File: config.mk
export PLATFORM = sky130hd
export DESIGN_NAME = lstm_cell_stream
export DESIGN_NICKNAME = d
export VERILOG_FILES = /design/src/rtl/lstm_cell_stream.sv
export SDC_FILE = /design/constraint.sdc
export NUM_CORES = 2
export LEC_CHECK = 0
export ABC_CLOCK_PERIOD_IN_PS = 20900
export CORE_UTILIZATION = 60
export CTS_BUF_LIST = sky130_fd_sc_hd__clkbuf_2 sky130_fd_sc_hd__clkbuf_4 sky130_fd_sc_hd__clkbuf_8
export DETAILED_ROUTE_END_ITERATION = 8
export GPL_TIMING_DRIVEN = 0
export PLACE_DENSITY = 0.9
export REMOVE_ABC_BUFFERS = 1
export SETUP_SLACK_MARGIN = 0.15
export SLEW_MARGIN = 10
export SYNTH_ARGS = -nofsm -noshare
export SYNTH_HDL_FRONTEND = slang
export SYNTH_SLANG_ARGS = --single-unit
export TNS_END_PERCENT = 30
File: constraint.sdc
create_clock -name sys_clk -period 20.9 [get_ports sys_clk]
set_input_delay 4.18 -clock sys_clk [delete_from_list [all_inputs] [get_ports sys_clk]]
set_output_delay 4.18 -clock sys_clk [all_outputs]
set_load 0.1 [all_outputs]
File: src/rtl/lstm_cell_stream.sv
`default_nettype none
// ============================================================================
// Module   : lstm_cell_stream
// Function : LSTM pointwise cell (hard-sigmoid/hard-tanh, saturating fixed
//            point). It holds the cell state across timesteps and streams h
//            out serially, one lane per handshake.
// Revision : 1.0  initial release
// ============================================================================
module lstm_cell_stream #(
  parameter int ELEMENT_BITS = 8,
  parameter int FRAC_BITS    = 5,
  parameter int FEATURES     = 4,
  localparam int IDX_BITS    = (FEATURES > 1) ? $clog2(FEATURES) : 1
) (
  input  logic                             sys_clk,
  input  logic                             reset_n,
  input  logic                             in_valid,
  output logic                             in_ready,
  input  logic                             seq_start,
  input  logic [FEATURES*ELEMENT_BITS-1:0] wi_xt,
  input  logic [FEATURES*ELEMENT_BITS-1:0] wf_xt,
  input  logic [FEATURES*ELEMENT_BITS-1:0] wg_xt,
  input  logic [FEATURES*ELEMENT_BITS-1:0] wo_xt,
  output logic                             out_valid,
  input  logic                             out_ready,
  output logic [ELEMENT_BITS-1:0]          h_ser,
  output logic [IDX_BITS-1:0]              h_idx,
  output logic                             h_last,
  output logic [FEATURES*ELEMENT_BITS-1:0] cell_state
);

  localparam int EB = ELEMENT_BITS;
  localparam int VW = FEATURES * ELEMENT_BITS;

  localparam logic signed [EB:0]     c_ONE_E  = (EB+1)'(2**FRAC_BITS);
  localparam logic signed [EB:0]     c_NONE_E = (EB+1)'(-(2**FRAC_BITS));
  localparam logic signed [EB:0]     c_HALF_E = (EB+1)'(2**(FRAC_BITS-1));
  localparam logic signed [EB:0]     c_MAX_E  = (EB+1)'((2**(EB-1)) - 1);
  localparam logic signed [EB:0]     c_MIN_E  = (EB+1)'(-(2**(EB-1)));
  localparam logic signed [2*EB-1:0] c_MAX_P  = (2*EB)'((2**(EB-1)) - 1);
  localparam logic signed [2*EB-1:0] c_MIN_P  = (2*EB)'(-(2**(EB-1)));
  localparam logic [IDX_BITS-1:0]    c_LAST_IDX = IDX_BITS'(FEATURES - 1);

  function automatic logic signed [EB-1:0] f_hsig(input logic signed [EB-1:0] x);
    logic signed [EB:0] t;
    t = (EB+1)'(x) >>> 2;
    t = t + c_HALF_E;
    if (t[EB])            return '0;
    else if (t > c_ONE_E) return c_ONE_E[EB-1:0];
    else                  return t[EB-1:0];
  endfunction

  function automatic logic signed [EB-1:0] f_htanh(input logic signed [EB-1:0] x);
    logic signed [EB:0] t;
    t = (EB+1)'(x);
    if (t > c_ONE_E)       return c_ONE_E[EB-1:0];
    else if (t < c_NONE_E) return c_NONE_E[EB-1:0];
    else                   return t[EB-1:0];
  endfunction

  // Full-width product, arithmetic shift gives floor rounding before clamping.
  function automatic logic signed [EB-1:0] f_mul(input logic signed [EB-1:0] a,
                                                 input logic signed [EB-1:0] b);
    logic signed [2*EB-1:0] p;
    p = (2*EB)'(a) * (2*EB)'(b);
    p = p >>> FRAC_BITS;
    if (p > c_MAX_P)      return c_MAX_P[EB-1:0];
    else if (p < c_MIN_P) return c_MIN_P[EB-1:0];
    else                  return p[EB-1:0];
  endfunction

  function automatic logic signed [EB-1:0] f_add(input logic signed [EB-1:0] a,
                                                 input logic signed [EB-1:0] b);
    logic signed [EB:0] s;
    s = (EB+1)'(a) + (EB+1)'(b);
    if (s > c_MAX_E)      return c_MAX_E[EB-1:0];
    else if (s < c_MIN_E) return c_MIN_E[EB-1:0];
    else                  return s[EB-1:0];
  endfunction

  typedef enum logic [2:0] {
    S_IDLE = 3'd0,
    S_1    = 3'd1,
    S_2    = 3'd2,
    S_3    = 3'd3,
    S_SER  = 3'd4
  } state_t;

  state_t              r_state;
  logic [VW-1:0]       r_wi, r_wf, r_wg, r_wo;
  logic                r_seq_start;
  logic [VW-1:0]       r_i, r_c, r_h;
  logic [VW-1:0]       w_i_nxt, w_c_nxt, w_h_nxt;
  logic [EB-1:0]       w_h_lane [FEATURES];
  logic [IDX_BITS-1:0] w_idx_inc;

  assign w_idx_inc = h_idx + IDX_BITS'(1);

  for (genvar k = 0; k < FEATURES; k++) begin : g_lane
    logic [EB-1:0] w_c_prev;
    // A new sequence starts from a zero cell state regardless of cell_state.
    assign w_c_prev = r_seq_start ? '0 : cell_state[k*EB +: EB];
    assign w_i_nxt[k*EB +: EB] = f_mul(f_hsig(r_wi[k*EB +: EB]), f_htanh(r_wg[k*EB +: EB]));
    assign w_c_nxt[k*EB +: EB] = f_add(f_mul(f_hsig(r_wf[k*EB +: EB]), w_c_prev),
                                       r_i[k*EB +: EB]);
    assign w_h_nxt[k*EB +: EB] = f_mul(f_htanh(r_c[k*EB +: EB]), f_hsig(r_wo[k*EB +: EB]));
    assign w_h_lane[k] = r_h[k*EB +: EB];
  end

  always_ff @(posedge sys_clk or negedge reset_n) begin
    if (!reset_n) begin
      r_state     <= S_IDLE;
      r_wi        <= '0;
      r_wf        <= '0;
      r_wg        <= '0;
      r_wo        <= '0;
      r_seq_start <= 1'b0;
      r_i         <= '0;
      r_c         <= '0;
      r_h         <= '0;
      cell_state  <= '0;
      in_ready    <= 1'b1;
      out_valid   <= 1'b0;
      h_ser       <= '0;
      h_idx       <= '0;
      h_last      <= 1'b0;
    end else begin
      case (r_state)
        S_IDLE: begin
          if (in_valid) begin
            r_wi        <= wi_xt;
            r_wf        <= wf_xt;
            r_wg        <= wg_xt;
            r_wo        <= wo_xt;
            r_seq_start <= seq_start;
            in_ready    <= 1'b0;
            r_state     <= S_1;
          end
        end
        S_1: begin
          r_i     <= w_i_nxt;
          r_state <= S_2;
        end
        S_2: begin
          r_c     <= w_c_nxt;
          r_state <= S_3;
        end
        S_3: begin
          r_h        <= w_h_nxt;
          cell_state <= r_c;
          r_state    <= S_SER;
        end
        S_SER: begin
          // First SER cycle only loads lane 0; afterwards advance per handshake.
          if (!out_valid) begin
            out_valid <= 1'b1;
            h_ser     <= w_h_lane[0];
            h_idx     <= '0;
            h_last    <= (c_LAST_IDX == '0);
          end else if (out_ready) begin
            if (h_last) begin
              out_valid <= 1'b0;
              h_last    <= 1'b0;
              h_idx     <= '0;
              in_ready  <= 1'b1;
              r_state   <= S_IDLE;
            end else begin
              h_ser  <= w_h_lane[w_idx_inc];
              h_idx  <= w_idx_inc;
              h_last <= (w_idx_inc == c_LAST_IDX);
            end
          end
        end
        default: begin
          out_valid <= 1'b0;
          in_ready  <= 1'b1;
          r_state   <= S_IDLE;
        end
      endcase
    end
  end

endmodule
`default_nettype wire
==> flow_metrics.py <==
metrics = {
    "yosys": {
        "syn_area_sq_mm": 0.03351,
        "synth_seq_cells": 249,
        "synth_ff_type": "dfrtp_1",
        "ys_seq_area_share_pct": 18.60,
        "synth_edf_count": 0,
        "avgSynthCellArea_sq_um": 8.703,
        "synth-async-reset-ratio_pct": 100.0,
        "yosysWarnings": 0,
        "yosysUniqueCellTypes": 86,
        "syn_inst": 3851,
    },
    "critical_path": {
        "slowest_delay_ns": 0.60,
        "critPathLaunchType": "flop",
        "cp_max_fo": 8,
        "crit_path_end_kind": "flop",
        "path_class": "flop to flop",
        "crit_slowest_cell": "a2111oi_0",
        "crit_arrival_ns": 9.05,
        "cpLargestDelayFamily": "compound AO/OA/AOI/OAI gates",
        "crit_buf_inv": 4,
        "critPathRequiredTime_ns": 21.44,
    },
    "timing": {
        "final.min_clock_period_ns": 8.510,
        "worst_pin_slew_ns": 1.012,
        "hold_viol": 0,
        "rsz0062_at_grt": "false",
        "setup_viol": 0,
        "hold_slack_ns": 0.4818,
        "maxSlewHeadroom_pct": 32.31,
        "fmax_mhz": 117.5,
        "finalCritPeriodShare_pct": 40.72,
        "worst_clock_skew_ns": 0.04642,
        "setup-tns-final_ns": 0,
        "final-max-slew-violation-count": 0,
    },
    "route": {
        "vias_per_cell": 5.674,
        "drt_iter0_markers": 1732,
        "drt_first_pass_iters": 9,
        "wire_per_inst_um": 15.89,
        "drt-total-wl_mm": 75.99,
        "drc": 0,
        "vias": 27140,
        "final_antenna_net_count": 0,
    },
    "global_routing": {
        "grt_pass1_wl_mm": 130.6,
        "grt_overflow": 0,
        "grt_max_degree": 93,
        "track_usage_pct": 27.79,
        "grt_antenna_before_repair": 4,
        "grt_pass1_vias": 27720,
    },
    "clock_network": {
        "cts_tree": "built",
        "cts.htree.levels": 2,
        "hold_buffers": 0,
        "cts_num_sinks": 249,
        "postCtsResizedCells": 0,
        "clock_path_buffers": 3,
        "cts_root_buf": "clkbuf_8",
        "clkTransAtPathRegs_ns": 0.06,
        "postCtsSetupBuffers": 0,
        "cts_made_buffers": 50,
        "clk_latency_ns": 0.66,
    },
    "floorplan": {
        "initial_core_util_pct": 60.83,
        "core-area_sq_mm": 0.05509,
        "num_rows": 86,
        "num_io_pins": 178,
        "die_h_um": 238.3,
        "die_area_sq_mm": 0.05681,
        "die_width_um": 238.3,
    },
    "placed_design": {
        "post-dp-hpwl_mm": 61.29,
        "gp_congestion": 0.9297,
        "numPortBuffers": 153,
        "dp_cells": 4693,
    },
    "cells_and_area": {
        "register_area_sq_mm": 0.006233,
        "nFillCells": 4284,
        "final_cells": 4783,
        "fin_nets": 4931,
        "drive_gt1_share_pct": 7.784,
        "area_growth_pct": 10.83,
        "multi_input_area_sq_mm": 0.02480,
    },
    "outcome": {
        "outcome": "completed",
    },
    "min_path": {
        "hp-class": "flop to flop",
    },
    "job": {
        "max-cap-violations": 0,
    },
}
==> registers in the layout, summed over array words and instances, names as in the netlist <==
register,count
cell_state,32
r_c,32
r_h,32
r_i,32
r_wg,32
r_wf,24
r_wi,24
r_wo,24
h_ser,8
r_state,3
h_idx,2
h_last,1
in_ready,1
out_valid,1
r_seq_start,1
==> tightest hold or removal path, delay by kind of cell, from the launching register on <==
| family | cells | cell delay (ns) |
|---|---|---|
| DFF | 1 | 0.34 |
| AOI/OAI and AO/OA | 1 | 0.06 |
| and+or+nand+nor | 1 | 0.05 |
==> layer usage <==
layer,vias up,global-route usage [%],wire (um)
met5,-,0,46
met4,6,9.013,2144
met3,168,4.477,4892
met2,889,48.73,37770
met1,13140,34.89,31130
li1,12940,-,-
==> layout make-up <==
| type | instances | share of cell area [%] |
|---|---|---|
| Clock buffer | 70 | 2.409 |
| Timing Repair Buffer | 180 | 5.009 |
| Antenna cell | 1 | 0.006737 |
| Inverter | 575 | 5.811 |
| Multi-Input combinational cell | 2941 | 66.76 |
| Sequential cell | 249 | 16.78 |
| Tap cell | 748 | 2.520 |
| Clock inverter | 19 | 0.7040 |
==> worst paths after layout <==
path	cells past startpoint	from	endpoint	slack [ns]
worst max-delay path	30	r_wf[22]$_DFFE_PN0P_	r_c[18]$_DFFE_PN0P_	12.39
worst min-delay path	2	r_i[7]$_DFFE_PN0P_	r_i[7]$_DFFE_PN0P_	0.48
worst max register to register	30	r_wf[22]$_DFFE_PN0P_	r_c[18]$_DFFE_PN0P_	12.39
worst min register to register	2	r_i[7]$_DFFE_PN0P_	r_i[7]$_DFFE_PN0P_	0.48
max in group asynchronous	2	reset_n	cell_state[17]$_DFFE_PN0P_	16.50
min in group asynchronous	1	reset_n	r_wi[10]$_DFFE_PN0P_	3.52
==> through the flow <==
step | worst slack (ns) | area (sq um) | util [%]
after detailed placement | 12.32 | 35980 | 65.31
after CTS | 12.29 | 37140 | 67.41
after global routing | 11.62 | 37140 | 67.42
final | 12.39 | 37140 | 67.42
after global placement | -4.235 | 35640 | 64.69
after floorplan | 4.544 | 33170 | -
==> layout by cell type (no fill, tap or decap), drive strengths merged, types with 109 or more instances in the layout <==
master and instances:
xnor2 109, ha 461, nand2 418, dfrtp 248
fa 340, nor2 467, o21ai 121, clkdlybuf4s50 152
a21oi 140, inv 576
==> cells by family after synthesis <==
group / count (synthesis) / synth area share, %
AOI/OAI and AO/OA: 480 / 9.214
xor gates and xnor gates: 151 / 4.013
adders and majority gates: 817 / 38.00
buffers and inverters: 661 / 7.463
DFF: 249 / 18.60
muxes: 120 / 4.256
and+or+nand+nor: 1373 / 18.46
==> synthesized netlist by cell type, drive strengths merged, types with 7 or more instances <==
cell,n,area share (%)
xor2,42,1.1
nor2b,30,0.56
o21ai,121,1.8
mux4,8,0.54
o22ai,10,0.19
xnor2,109,2.9
o31ai,17,0.38
o21bai,23,0.52
o211ai,7,0.16
and3,18,0.34
nand2,418,4.7
a21o,26,0.58
nand2b,59,1.1
nor2,467,5.2
dfrtp,248,19
o22a,8,0.21
or3,22,0.41
a221o,7,0.21
or2,61,1.1
inv,574,6.4
clkbuf,73,0.82
ha,461,17
buf,13,0.20
o21a,20,0.45
fa,340,20
mux2i,12,0.36
a21oi,140,2.1
and2,42,0.78
maj3,16,0.48
a31oi,25,0.47
nand3,100,1.5
a211oi,13,0.33
nand4,9,0.17
nor3,106,1.6
nor4,13,0.24
mux2,100,3.4
o211a,8,0.24
Power is not shown: default switching activity piles up to over one toggle a cycle in this logic, so the estimate is an artifact.
